$ cat src/rtl/fft8_ctrl_if.sv
// Frame handshake bundle between the FFT sequencing controller and its neighbours.
// The slave modport is the controller's view; the master modport is the view of the surrounding logic.
interface fft8_ctrl_if;
   logic in_valid;
   logic in_ready;
   logic out_valid;
   logic out_ready;

   modport slave (
      input  in_valid,
      output in_ready,
      output out_valid,
      input  out_ready
   );

   modport master (
      output in_valid,
      input  in_ready,
      input  out_valid,
      output out_ready
   );
endinterface

$ cat src/rtl/fft8_ctrl.sv
// Stage-enable sequencer and completed-frame counter for the 8-point, 3-stage FFT core.
// Define FFT8_CTRL_PIPE_EN to get the pipelined valid-bit scheme; otherwise the sequential FSM is built.
module fft8_ctrl #(
   parameter int unsigned CNT_W = 8
) (
   input  logic             clk,
   input  logic             reset_n,
   input  logic             clear,
   fft8_ctrl_if.slave       bus,
   output logic             en_bf1_1,
   output logic             en_bf1_2,
   output logic             en_bf1_3,
   output logic             en_bf1_4,
   output logic             en_bf2_1,
   output logic             en_bf2_2,
   output logic             en_bf3,
   output logic             busy,
   output logic [CNT_W-1:0] frame_cnt
);

   logic in_rdy;
   logic accept;
   logic en2;
   logic en3;
   logic out_vld;
   logic handshake;

   assign accept = bus.in_valid & in_rdy;

`ifdef FFT8_CTRL_PIPE_EN
   logic v1;
   logic v2;
   logic v3;
   logic stall;

   // Stages hold their operands while the output is blocked, so the whole pipe freezes.
   assign stall  = v3 & ~bus.out_ready;

   always_comb begin
      in_rdy  = ~stall & ~clear;
      en2     = v1 & ~stall & ~clear;
      en3     = v2 & ~stall & ~clear;
      out_vld = v3;
   end

   always_ff @(posedge clk or negedge reset_n) begin
      if (!reset_n) begin
         v1 <= 1'b0;
         v2 <= 1'b0;
         v3 <= 1'b0;
      end else if (clear) begin
         v1 <= 1'b0;
         v2 <= 1'b0;
         v3 <= 1'b0;
      end else if (!stall) begin
         v1 <= accept;
         v2 <= v1;
         v3 <= v2;
      end
   end

   assign busy = v1 | v2 | v3;
`else
   typedef enum logic [1:0] {
      IDLE = 2'd0,
      ST2  = 2'd1,
      ST3  = 2'd2,
      OUT  = 2'd3
   } state_t;

   state_t state;
   state_t state_nxt;

   always_ff @(posedge clk or negedge reset_n) begin
      if (!reset_n) state <= IDLE;
      else          state <= state_nxt;
   end

   always_comb begin
      state_nxt = state;
      in_rdy    = 1'b0;
      en2       = 1'b0;
      en3       = 1'b0;
      out_vld   = 1'b0;
      case (state)
         IDLE: begin
            in_rdy = ~clear;
            if (bus.in_valid && in_rdy) state_nxt = ST2;
         end
         ST2: begin
            en2       = ~clear;
            state_nxt = ST3;
         end
         ST3: begin
            en3       = ~clear;
            state_nxt = OUT;
         end
         OUT: begin
            out_vld = 1'b1;
            // A consumed result frees the core, so a new frame may enter in the same cycle.
            if (bus.out_ready) begin
               in_rdy    = ~clear;
               state_nxt = (bus.in_valid && in_rdy) ? ST2 : IDLE;
            end
         end
         default: state_nxt = IDLE;
      endcase
      if (clear) state_nxt = IDLE;
   end

   assign busy = (state != IDLE);
`endif

   assign handshake = out_vld & bus.out_ready & ~clear;

   always_ff @(posedge clk or negedge reset_n) begin
      if (!reset_n)       frame_cnt <= '0;
      else if (handshake) frame_cnt <= frame_cnt + 1'b1;
   end

   assign bus.in_ready  = in_rdy;
   assign bus.out_valid = out_vld;

   assign en_bf1_1 = accept;
   assign en_bf1_2 = accept;
   assign en_bf1_3 = accept;
   assign en_bf1_4 = accept;
   assign en_bf2_1 = en2;
   assign en_bf2_2 = en2;
   assign en_bf3   = en3;

endmodule

$ cat src/flat_wrapper.sv
// flat-port wrapper written by rule: the top's interface ports become plain ports
module fft8_ctrl_flat 
#(
   parameter int unsigned CNT_W = 8
)
  (clk, reset_n, clear, en_bf1_1, en_bf1_2, en_bf1_3, en_bf1_4, en_bf2_1, en_bf2_2, en_bf3, busy, frame_cnt, bus_in_valid, bus_in_ready, bus_out_valid, bus_out_ready);
  fft8_ctrl_if bus_i ();
  input  logic clk;
  input  logic reset_n;
  input  logic clear;
  output logic en_bf1_1;
  output logic en_bf1_2;
  output logic en_bf1_3;
  output logic en_bf1_4;
  output logic en_bf2_1;
  output logic en_bf2_2;
  output logic en_bf3;
  output logic busy;
  output logic [CNT_W-1:0] frame_cnt;
  input wire logic [$bits(bus_i.in_valid)-1:0] bus_in_valid;
  output wire logic [$bits(bus_i.in_ready)-1:0] bus_in_ready;
  output wire logic [$bits(bus_i.out_valid)-1:0] bus_out_valid;
  input wire logic [$bits(bus_i.out_ready)-1:0] bus_out_ready;
  assign bus_i.in_valid = bus_in_valid;
  assign bus_in_ready = bus_i.in_ready;
  assign bus_out_valid = bus_i.out_valid;
  assign bus_i.out_ready = bus_out_ready;
  fft8_ctrl #(.CNT_W(CNT_W)) u_core (.clk(clk), .reset_n(reset_n), .clear(clear), .bus(bus_i), .en_bf1_1(en_bf1_1), .en_bf1_2(en_bf1_2), .en_bf1_3(en_bf1_3), .en_bf1_4(en_bf1_4), .en_bf2_1(en_bf2_1), .en_bf2_2(en_bf2_2), .en_bf3(en_bf3), .busy(busy), .frame_cnt(frame_cnt));
endmodule
$ cat config.mk
export PLATFORM = sky130hd
export DESIGN_NAME = fft8_ctrl_flat
export DESIGN_NICKNAME = d
export VERILOG_FILES = /design/src/rtl/fft8_ctrl_if.sv /design/src/rtl/fft8_ctrl.sv /design/src/flat_wrapper.sv
export SDC_FILE = /design/constraint.sdc
export NUM_CORES = 1
export LEC_CHECK = 0
export CAP_MARGIN = 5
export CORE_UTILIZATION = 30
export DETAILED_ROUTE_END_ITERATION = 6
export GPL_ROUTABILITY_DRIVEN = 0
export SLEW_MARGIN = 20
export SYNTH_ARGS = -nofsm -noshare
export SYNTH_HDL_FRONTEND = slang
export SYNTH_SLANG_ARGS = --single-unit
$ cat constraint.sdc
create_clock -name clk -period 1.9 [get_ports clk]
set_clock_uncertainty 0.15 [all_clocks]
set_input_delay 0.285 -clock clk [delete_from_list [all_inputs] [get_ports clk]]
set_output_delay 0.285 -clock clk [all_outputs]
set_load 0.01 [all_outputs]
==> run_results.csv <==
group,metric,value,unit
outcome,outcome,"finished clean",
routing,wirelength,1263,um
yosys,synth.net_count,68,
yosys,yosys.area.top_type,"dfrtp_1",
global_routing,grt_max_degree,11,
min_path,min_path_type,"input port to async pin",
power,leakage,0.4732,nW
final_layout,antenna_cells,0,
sta,period_share,0.9716,
routing,num_vias,498,
final_layout,final_cell_mix,"clkdlybuf4s50_1 (12), buf_4 (10), dfrtp_1 (10)",
critical_path,start_kind,"flip-flop",
yosys,seq_area_frac_synth,0.4082,
placement,port-buffer-count,22,
sta,drv_slew,0,
routing,ant_nets,0,
critical_path,crit_fanout,4,
clock_network,cts_max_level,1,
sta,hold_violations,0,
yosys,netlist.area_leader.share,0.4082,
clock_network,cts_num_sinks,10,
critical_path,r2r_end,"u_core.state[0]",
yosys,avgSynthCellArea,10.57,um2
power,peakVddDrop,0.8563,mV
clock_network,clk_root_buffer_cell,"clkbuf_4",
sta,tns,0,ps
critical_path,cp-startpoint,"u_core.state[0]",
yosys,yosysWarnings,0,
final_layout,mostFrequentLayoutCell,"clkdlybuf4s50_1",
yosys,syn_area,613.1,um2
global_routing,grt_overflow,0,
clock_network,cts_tree,"yes",
sta,tightest_slew,455.2,ps
floorplanning,io-pin-count,23,
yosys,syn_inst,58,
sta,rsz0062_at_grt,"yes",
global_routing,antenna_found_initial,0,
placement,hpwl,1070,um
clock_network,clkTransAtPathRegs,60,ps
routing,avgRoutedWirePerCell,11.08,um
final_layout,area_delta_synth_final,55.71,%
clock_network,cts_buffer_depth,2,
critical_path,crit_required,1460,ps
critical_path,end_kind,"primary output",
floorplanning,initial_utilization,0.3368,
routing,routed_via_density,4.368,
floorplanning,rows,15,
routing,drt_iter0_drc,4,
critical_path,cp.arrival,1410,ps
yosys,synth.top_cells.by_area,"dfrtp_1 (41%), ha_1 (10%), xor2_1 (5.7%)",
final_layout,fin_cells,114,
final_layout,nFillCells,175,
floorplanning,dieHeight,47.21,um
clock_network,holdBufCountCts,0,
final_layout,nets,101,
critical_path,crit_type,"flip-flop to primary output",
critical_path,ff2ff_setup_slack,270,ps
final_layout,drive_gt1_frac,0.3258,
yosys,ys_ff_latch,10,
sta,layout_min_cycle_time,1846,ps
global_routing,grt_first_pass_wirelength,1952,um
floorplanning,die_width,47.21,um
critical_path,rr_worst_depth,6,
clock_network,worstSkewPairLatency,260,ps
power,p_per_area,1062,nW/um2
global_routing,track_usage,0.1291,
floorplanning,die_area,2228,um2
sta,relSlewSlack,0.6956,
floorplanning,coreArea,1821,um2
critical_path,worstReg2RegStart,"u_core.state[1]",
sta,timing.fmax,0.5417,GHz
placement,dp_cells,111,
run,maxCapViolCount,0,
global_routing,grt_pass1_vias,450,
clock_network,cts_buffers,3,
sta,hold_slack,190.9,ps
routing,remaining_drc_errors,0,
routing,firstDrtPassIters,3,
sta,setup_viol,0,
yosys,ys_types,23,
-- repair_timing --
action,CTS,global route
gates resized for setup,26,8
endpoints found under the setup margin,10,6
setup buffers,0,0
pin swaps,1,1
-- routing by layer --
layer / vias up / global-route usage / routed length (um)
met5: - / 0 / 0
li1: 260 / - / -
met2: 8 / 0.2111 / 628
met3: 0 / 0.05769 / 44
met4: 0 / 0.01714 / 0
met1: 230 / 0.1612 / 590
-- metrics by stage --
stage | utilization | total power [mW] | setup slack (ps) | cell area [um2]
after floorplan | - | 0.5603 | 36.22 | 619.3
after global placement | 0.5031 | 0.8372 | -275.7 | 915.9
after detailed placement | 0.5031 | 0.8443 | -340.7 | 915.9
after CTS | 0.5278 | 1.028 | -107.4 | 960.9
after global routing | 0.5244 | 1.091 | -10.27 | 954.7
final | 0.5244 | 1.014 | 53.97 | 954.7
-- flip-flops by register name (all words and copies together), names as in the netlist --
name              flops
u_core.state          2
u_core.frame_cnt      8
-- cell usage after synthesis, drive strengths merged --
cell type / number
nand3: 3
inv: 6
a21oi: 3
mux2: 1
nand2: 1
ha: 5
o31ai: 1
nor4: 1
and4b: 1
nor2b: 4
o221ai: 1
dfrtp: 10
nand4: 1
xnor2: 3
nand3b: 1
and3: 1
nor2: 2
nor3: 3
o21ai: 1
buf: 4
xor2: 4
o311a: 1
-- cell families after synthesis --
| logic type | share of synthesized area |
|---|---|
| buffers and inverters | 0.08571 |
| XOR/XNOR | 0.1000 |
| adder cells (fa/ha/maj) | 0.1020 |
| flip-flops | 0.4082 |
| multiplexers | 0.01837 |
| AND/OR/NAND/NOR | 0.2102 |
| AO/OA/AOI/OAI | 0.07550 |
-- how the worst max path moves through the flow --
stage / to / slack, ps / cells after the start
after floorplan: en_bf1_2 / 40 / 4
after global placement: en_bf1_1 / -280 / 4
after detailed placement: en_bf1_1 / -340 / 4
after CTS: en_bf1_1 / -110 / 5
after global routing: en_bf1_4 / -10 / 4
final: en_bf1_1 / 50 / 4
-- power by group --
part | internal (mW) | switching, mW | leakage (nW) | total [mW]
sequential | 0.247 | 0.0282 | 0.137 | 0.275
combinational | 0.319 | 0.285 | 0.323 | 0.604
clock | 0.0726 | 0.0624 | 0.0138 | 0.135
total | 0.638 | 0.375 | 0.473 | 1.01
-- critical path, stage by stage (launching register included) --
cell,delay (ps)
dfrtp_1,380
inv_2,80
ha_4,220
nor4_4,290
buf_2,190
-- area by class of cell --
cell class              instances  area (um2)  share of cell area
multi-input cells              38       361.6              0.3788
repair buffers                 32       266.5              0.2792
flip-flops and latches         10       250.2              0.2621
well taps                      25       31.28             0.03277
clock buffers                   3       22.52             0.02359
inverters                       6       22.52             0.02359
Note: power is estimated with default switching activity, not from simulation.
